File: src/rtl/ntt_pkg.sv
// Shared constants and coefficient types for the NTT datapath over Z_3329.
package ntt_pkg;
    localparam int unsigned Q         = 3329;
    localparam int unsigned W         = 12;
    localparam int unsigned BARRETT_M = 5039;
    localparam int unsigned BARRETT_K = 24;

    typedef logic [W-1:0]   coeff_t;
    typedef logic [2*W-1:0] prod_t;
endpackage

File: src/rtl/barrett_reduce.sv
// Combinational Barrett reduction of a 24-bit product into [0, Q-1].
module barrett_reduce
    import ntt_pkg::*;
(
    input  logic [2*W-1:0] p,
    output logic [W-1:0]   r
);
    localparam int unsigned PW = 2 * W;
    localparam int unsigned XW = PW + 13;
    localparam int unsigned RW = W + 1;

    logic [XW-1:0] pm;
    logic [12:0]   t;
    logic [PW-1:0] tq;
    logic [RW-1:0] r0;

    // Quotient estimate is at most one short, so a single conditional subtract suffices.
    always_comb begin
        pm = XW'(p) * XW'(BARRETT_M);
        t  = 13'(pm >> BARRETT_K);
        tq = PW'(XW'(t) * XW'(Q));
        r0 = RW'(p - tq);
        r  = (r0 >= RW'(Q)) ? W'(r0 - RW'(Q)) : W'(r0);
    end
endmodule

File: src/rtl/gs_butterfly.sv
// Three-stage Gentleman-Sande butterfly: add/sub, multiply by twiddle, Barrett reduce.
module gs_butterfly
    import ntt_pkg::*;
(
    input  logic         clk,
    input  logic         rst_n,
    input  logic         in_valid,
    output logic         in_ready,
    input  logic [W-1:0] a,
    input  logic [W-1:0] b,
    input  logic [W-1:0] zeta,
    output logic         out_valid,
    input  logic         out_ready,
    output logic [W-1:0] a_out,
    output logic [W-1:0] b_out
);
    localparam int unsigned SW = W + 1;
    localparam int unsigned PW = 2 * W;

    logic          en;
    logic [SW-1:0] sum;
    coeff_t        s_c;
    coeff_t        d_c;
    prod_t         p_c;
    coeff_t        r_c;

    logic          v1;
    coeff_t        s1_s;
    coeff_t        s1_d;
    coeff_t        s1_z;
    logic          v2;
    prod_t         s2_p;
    coeff_t        s2_s;

    // Whole pipeline stalls only when the output slot is full and not being taken.
    assign en       = !out_valid || out_ready;
    assign in_ready = rst_n && en;

    always_comb begin
        sum = SW'(a) + SW'(b);
        s_c = (sum >= SW'(Q)) ? W'(sum - SW'(Q)) : W'(sum);
        d_c = (a < b) ? W'(SW'(a) + SW'(Q) - SW'(b)) : W'(a - b);
        p_c = PW'(s1_d) * PW'(s1_z);
    end

    barrett_reduce u_barrett (
        .p (s2_p),
        .r (r_c)
    );

    always_ff @(posedge clk) begin
        if (!rst_n) begin
            v1        <= 1'b0;
            s1_s      <= '0;
            s1_d      <= '0;
            s1_z      <= '0;
            v2        <= 1'b0;
            s2_p      <= '0;
            s2_s      <= '0;
            out_valid <= 1'b0;
            a_out     <= '0;
            b_out     <= '0;
        end else if (en) begin
            v1        <= in_valid;
            s1_s      <= s_c;
            s1_d      <= d_c;
            s1_z      <= zeta;
            v2        <= v1;
            s2_p      <= p_c;
            s2_s      <= s1_s;
            out_valid <= v2;
            a_out     <= s2_s;
            b_out     <= r_c;
        end
    end
endmodule
File: config.mk
export PLATFORM = sky130hd
export DESIGN_NAME = gs_butterfly
export DESIGN_NICKNAME = d
export VERILOG_FILES = /design/src/rtl/ntt_pkg.sv /design/src/rtl/barrett_reduce.sv /design/src/rtl/gs_butterfly.sv
export SDC_FILE = /design/constraint.sdc
export NUM_CORES = 1
export LEC_CHECK = 0
export ABC_AREA = 0
export CORE_ASPECT_RATIO = 1.4
export CORE_MARGIN = 1.5
export CORE_UTILIZATION = 50
export CTS_BUF_LIST = sky130_fd_sc_hd__clkbuf_2 sky130_fd_sc_hd__clkbuf_4 sky130_fd_sc_hd__clkbuf_8
export CTS_CLUSTER_DIAMETER = 120
export DETAILED_ROUTE_END_ITERATION = 12
export GPL_TIMING_DRIVEN = 0
export HOLD_SLACK_MARGIN = 0.02
export PLACE_DENSITY = 0.7
export RECOVER_POWER = 100
export SKIP_LAST_GASP = 1
export SYNTH_ARGS = -nofsm -noshare
export SYNTH_HDL_FRONTEND = slang
export SYNTH_SLANG_ARGS = --single-unit
File: constraint.sdc
create_clock -name clk -period 9.6 [get_ports clk]
set_input_delay 0.96 -clock clk [delete_from_list [all_inputs] [get_ports clk]]
set_output_delay 0.96 -clock clk [all_outputs]
set_load 0.02 [all_outputs]
==> summary.md, run 1 <==
| Metric | Value |
|---|---|
| CP Data Arrival Time | 9.84 ns |
| Area fraction of the dominant cell type after synthesis | 0.293 |
| Final setup vio count | 0 |
| Global route total overflow | 0 |
| Compound-Gate Fraction of Synth Area | 0.106 |
| Relative slew slack | 0.272 |
| Die footprint | 0.0342 sq mm |
| Fraction of synthesized cell area in xor and xnor cells | 0.0472 |
| Die X-Extent | 157 microns |
| Post-synthesis simple-gate area fraction | 0.134 |
| Area contributors post-synth | fa_1, ha_1, dfxtp_1 |
| Syn Area/Cell | 8.78 sq um |
| Gr usage total | 0.251 |
| Cts hold-fix bufs | 0 |
| Antenna cells | 0 |
| Required time of the critical path | 9.88 ns |
| DP Area | 0.0177 sq mm |
| Maximum root-to-sink buffer count | 2 |
| CTS tree | yes |
| Asr flop ratio synth | 0 |
| Hold Path Class | reg -> reg |
| CP Class | reg -> reg |
| Gate Count Post-Synth | 1882 |
| Reg2reg start | s2_p[20] |
| Max FO, Critical Path | 5 |
| Count leader, synth | inv_1 |
| Top-level I/O count | 66 |
| Max-capacitance violation count | 0 |
| Fin. Hold Viols | 0 |
| Synthesized area | 0.0165 sq mm |
| Reg2Reg Setup Slack | 0.04 ns |
| Predominant post-synthesis flop cell | dfxtp_1 |
| Post-Synth Adder-Cell Area | 0.489 |
| Clk slew on worst S/H paths | 0.10 ns |
| #FFs+latches synth | 99 |
| Status | complete, no violations |
| Crit-path most repeated cell | fa_1 |
| Flip-flop and latch area | 0.00204 sq mm |
| Share of cells above drive strength 1 | 0.0736 |
| Synth unique cells | 67 |
| Worst r2r dst | b_out[6] |
| Maximum clock rate | 105 MHz |
| Area grow syn2layout | 12.5% |
| Vias | 12900 |
| WP depth | 37 |
| Clk_lat worst skew | 0.41 ns |
| EDFF count, synth | 0 |
| First-pass GRT wire length | 66600 microns |
| Initial antenna violation count | 0 |
| Post-Syn Nets | 2423 |
| Worst-Margin Slew | 1.08 ns |
| Layout net count | 2535 |
| Number of routed nets with antenna violations | 0 |
| Placeable Area | 0.0325 sq mm |
| Post-synthesis mux area share | 0.00552 |
| Drt total wl | 40900 microns |
| CTS sink cnt | 99 |
| Via density | 5.28 |
| CP Capture Point | b_out[6] |
| Initial Util | 0.509 |
| # DRC | 0 |
| Crit path launch | s2_p[20] |
| Multi-input logic area | 0.0133 sq mm |
| # placed instances | 2387 |
| Reg2reg path depth | 37 |
| Top Family by Delay on Critical Path | adder cells |
| RSZ-0062 raised after global routing | true |
| Min Tclk post-route | 9.56 ns |
| Synth area leader | fa_1 |
| Largest family of logic cells by synthesized area | adder cells |
| Count of pins over their slew limit | 0 |
| Gpl congestion | 0.939 |
| Max stage delay on crit path | 0.55 ns |
| Post-route cell area | 0.0186 sq mm |
| Largest net degree at the start of global routing | 19 |
| Setup_tns | 0 ns |
| CP endpoint kind | register |
| Row count | 78 |
| Seq/Total Area, Yosys | 0.120 |
| Setup Skew | 0.0186 ns |
| WL per Instance | 16.8 microns |
| Ys Warns | 0 |
| Iteration-0 DRC count of the detailed router | 529 |
| Detailed placement HPWL | 33700 microns |
| Worst Slack Setup Final | 0.0414 ns |
| H-tree depth | 3 |
| Top post-synthesis cells by count | inv_1, ha_1, nand2_1 |
| CP Buf/Inv Count | 5 |
| Startpoint class of the critical path | register |
| Port-buffer cells | 65 |
| Final non-filler cell total | 2438 |
| TritonCTS buffer count | 9 |
| Placement Setup Slack | -1.21 ns |
| Vias in the first global route | 14000 |
| Clock root cell | clkbuf_8 |
| Layout fillers | 2940 |
| Die Height | 218 microns |
| Total iterations of the first detailed-routing run | 6 |
| Final period util | 0.996 |
| Worst path slowest cell | fa_1 |
layer usage:
metal  track usage  vias up  part of all wire
met5             0        -                 0
met4         0.129        0             0.048
met3        0.0210      105             0.025
met2         0.483      251              0.54
met1         0.270     6312              0.38
li1              -     6215                 -
state kept, by name (all words and copies together) (netlist names):
register / flops
out_valid: 1
a_out: 12
s2_p: 24
b_out: 12
v1: 1
v2: 1
s1_d: 12
s2_s: 12
s1_z: 12
s1_s: 12
layout by cell type (no fill, tap or decap), drive strengths merged, types with 32 or more instances in the layout:
| cell | instances |
|---|---|
| ha | 259 |
| nand3 | 32 |
| o21ai | 47 |
| nor2 | 60 |
| a21oi | 119 |
| dfxtp | 99 |
| and2 | 58 |
| inv | 364 |
| fa | 242 |
| clkdlybuf4s50 | 37 |
| xnor2 | 56 |
| nand2 | 246 |
| clkbuf | 68 |
| buf | 42 |
tightest hold or removal path: stages, from the launching register on:
cell,delay (ns)
dfxtp_1,0.32
nand2_1,0.05
a21oi_1,0.05
layout make-up:
type	count	area share
Multi-Input combinational cell	1356	0.713
Sequential cell	99	0.110
Inverter	362	0.0734
Timing Repair Buffer	101	0.0504
Tap cell	440	0.0296
Buffer	65	0.0136
Clock buffer	9	0.00666
Clock inverter	6	0.00323
logic make-up after synthesis:
logic type	Yosys count
mux	9
compound gates	282
xor+xnor	86
fa+ha+maj	501
buf+inv	427
simple gates	478
flops	99
worst min path at each step:
| stage | start | to | cells past startpoint |
|---|---|---|---|
| finish | s1_s[7] | s2_s[7] | 2 |
| global route | s1_s[8] | s2_s[8] | 2 |
| detailed placement | s1_s[8] | s2_s[8] | 2 |
| global placement | v1 | v1 | 2 |
| CTS | s1_s[7] | s2_s[7] | 2 |
| floorplan | v1 | v1 | 2 |
what timing repair did:
item                       CTS  global route
pin swaps                   25            51
buffers inserted            24            11
resized for setup           53            49
gates cloned                 1             0
setup endpoints to repair   12            12
stage by stage:
step,util,hold WS (ns)
3_3_place_gp,0.546,0.439
4_1_cts,0.564,0.448
2_1_floorplan,-,0.432
6_report,0.572,0.447
5_1_grt,0.572,0.462
3_5_place_dp,0.546,0.444
Power of run 1 is left out: the tool's default activity adds up to more than one toggle a clock period on the data nets, which glitch-free logic cannot reach.
==> inputs of run 2 (changes only) <==
--- a/config.mk
+++ b/config.mk
@@ -7,14 +7,12 @@
 export LEC_CHECK = 0
 export ABC_AREA = 0
 export CORE_ASPECT_RATIO = 1.4
-export CORE_MARGIN = 1.5
-export CORE_UTILIZATION = 50
+export CORE_UTILIZATION = 30
 export CTS_BUF_LIST = sky130_fd_sc_hd__clkbuf_2 sky130_fd_sc_hd__clkbuf_4 sky130_fd_sc_hd__clkbuf_8
 export CTS_CLUSTER_DIAMETER = 120
 export DETAILED_ROUTE_END_ITERATION = 12
 export GPL_TIMING_DRIVEN = 0
 export HOLD_SLACK_MARGIN = 0.02
-export PLACE_DENSITY = 0.7
 export RECOVER_POWER = 100
 export SKIP_LAST_GASP = 1
 export SYNTH_ARGS = -nofsm -noshare
==> run 2 against run 1 <==
Net effect: clock-buffer cell count unchanged; die area up 64%; register-to-register slack barely moved; first-iteration DRC count up 17%; non-clock buffer count is 1 lower; critical path depth did not move; via count rose by 0.79%; final cell count grew 12%; critical endpoint is now b_out[4]; sequential cell count is the same.
==> summary.md, run 2 (synthesis gave the netlist of run 1 again) <==
| Metric | Value |
|---|---|
| Vias in the first global route | 14100 (+0.94%) |
| Initial antenna violation count | 0 (unchanged) |
| Final non-filler cell total | 2719 (+12%) |
| CTS tree | yes |
| Via density | 4.78 (-9.6%) |
| Die Height | 280 microns (+28%) |
| Vias | 13000 (+0.79%) |
| Worst-Margin Slew | 1.13 ns (+0.0522 ns) |
| Antenna cells | 0 (unchanged) |
| Detailed placement HPWL | 37000 microns (+9.6%) |
| Gr usage total | 0.161 (-0.0904) |
| Setup_tns | 0 ns (unchanged) |
| Share of cells above drive strength 1 | 0.0766 (+0.00300) |
| Count of pins over their slew limit | 0 (unchanged) |
| Top-level I/O count | 66 (unchanged) |
| Max FO, Critical Path | 5 (unchanged) |
| Drt total wl | 43700 microns (+6.9%) |
| H-tree depth | 3 (unchanged) |
| Max reg flops | 24 (unchanged) |
| Startpoint class of the critical path | register |
| CP Class | reg -> reg |
| Status | complete, no violations |
| Final period util | 0.995 (about the same) |
| Initial Util | 0.304 (-0.204) |
| CP Data Arrival Time | 9.85 ns (about the same) |
| RSZ-0062 raised after global routing | true |
| Placeable Area | 0.0543 sq mm (+67%) |
| Setup Skew | 0.0201 ns (+0.00149 ns) |
| Final setup vio count | 0 (unchanged) |
| Fin. Hold Viols | 0 (unchanged) |
| Min Tclk post-route | 9.55 ns (-0.00520 ns) |
| Hold Path Stages | 2 (unchanged) |
| Worst path slowest cell | fa_2 |
| Clock root cell | clkbuf_8 |
| WL per Instance | 16.1 microns (-4.2%) |
| Clk slew on worst S/H paths | 0.13 ns (+0.03 ns) |
| TritonCTS buffer count | 9 (unchanged) |
| Hold Path Class | reg -> reg |
| Die X-Extent | 200 microns (+28%) |
| Max stage delay on crit path | 0.56 ns (about the same) |
| Maximum clock rate | 105 MHz (about the same) |
| Layout net count | 2534 (-0.039%) |
| Total iterations of the first detailed-routing run | 5 (-1) |
| Die footprint | 0.0561 sq mm (+64%) |
| Maximum root-to-sink buffer count | 2 (unchanged) |
| Crit-path most repeated cell | fa_1 |
| Reg2reg path depth | 37 (unchanged) |
| Required time of the critical path | 9.90 ns (+0.02 ns) |
| CP endpoint kind | register |
| Largest net degree at the start of global routing | 23 (+4) |
| Port-buffer cells | 65 (unchanged) |
| Top reg by flops | s2_p |
| Iteration-0 DRC count of the detailed router | 618 (+17%) |
| CTS sink cnt | 99 (unchanged) |
| Row count | 101 (+29%) |
| Number of routed nets with antenna violations | 0 (unchanged) |
| Relative slew slack | 0.237 (-0.0351) |
| Max-capacitance violation count | 0 (unchanged) |
| Commonest non-fill, non-tap cell in the layout | inv_1 |
| Commonest cells after routing, fill and taps aside | inv_1, ha_1, nand2_1 |
| # placed instances | 2668 (+12%) |
| # DRC | 0 (unchanged) |
| Global route total overflow | 0 (unchanged) |
| First-pass GRT wire length | 71900 microns (+8.0%) |
| Gpl congestion | 0.883 (-6.0%) |
| Area grow syn2layout | 14.7% |
| Clk_lat worst skew | 0.43 ns (+0.02 ns) |
==> run 2: worst paths after layout <==
kind              slack [ns]  startpoint  endpoint
setup / recovery        0.05    s2_p[20]  b_out[4]
hold / removal          0.46     s2_s[2]   s2_s[2]
hold reg to reg         0.46     s2_s[2]   s2_s[2]
setup reg to reg        0.05    s2_p[20]  b_out[4]
==> run 2: cell type report <==
class,instances,area [sq um]
clock buffers,9,124
repair buffers,100,935
clock inverters,7,91.3
inverters,362,1360
flip-flops and latches,99,2040
multi-input cells,1356,13300
fillers,5716,35400
plain buffers,65,253
well taps,721,902
==> run 2: per-stage QoR <==
stage	hold slack, ns	util	instance area [sq um]	setup WS [ns]
floorplan	0.432	-	16500	0.0589
global placement	0.439	0.333	18100	-1.13
detailed placement	0.445	0.333	18100	-1.26
CTS	0.462	0.345	18800	0.00234
global route	0.479	0.349	19000	-0.214
finish	0.460	0.349	19000	0.0466
==> run 2: repair_timing <==
action                                  in CTS  in global routing
gates cloned                                 1                  0
gates resized for setup                     61                 47
hold buffers                                 0                  0
endpoints found under the setup margin      12                 11
pin swaps                                   35                 58
setup buffers                               27                  8
==> run 2: metal layers <==
metal / track usage / wire length, microns / vias up
li1: - / - / 6227
met1: 0.170 / 16600 / 6441
met2: 0.321 / 24400 / 230
met3: 0.0138 / 975 / 87
met4: 0.0656 / 1760 / 0
met5: 0 / 0 / -
==> run 2: worst max-delay path: cells and delay by family, from the launching register on <==
family                     cells  cell delay (ns)
adders and majority gates     11             4.16
and+or+nand+nor                8             2.15
AOI/OAI and AO/OA             10             1.65
xor gates and xnor gates       3             0.63
buffers and inverters          5             0.47
DFF                            1             0.38
Power of run 2 is left out for the same reason.
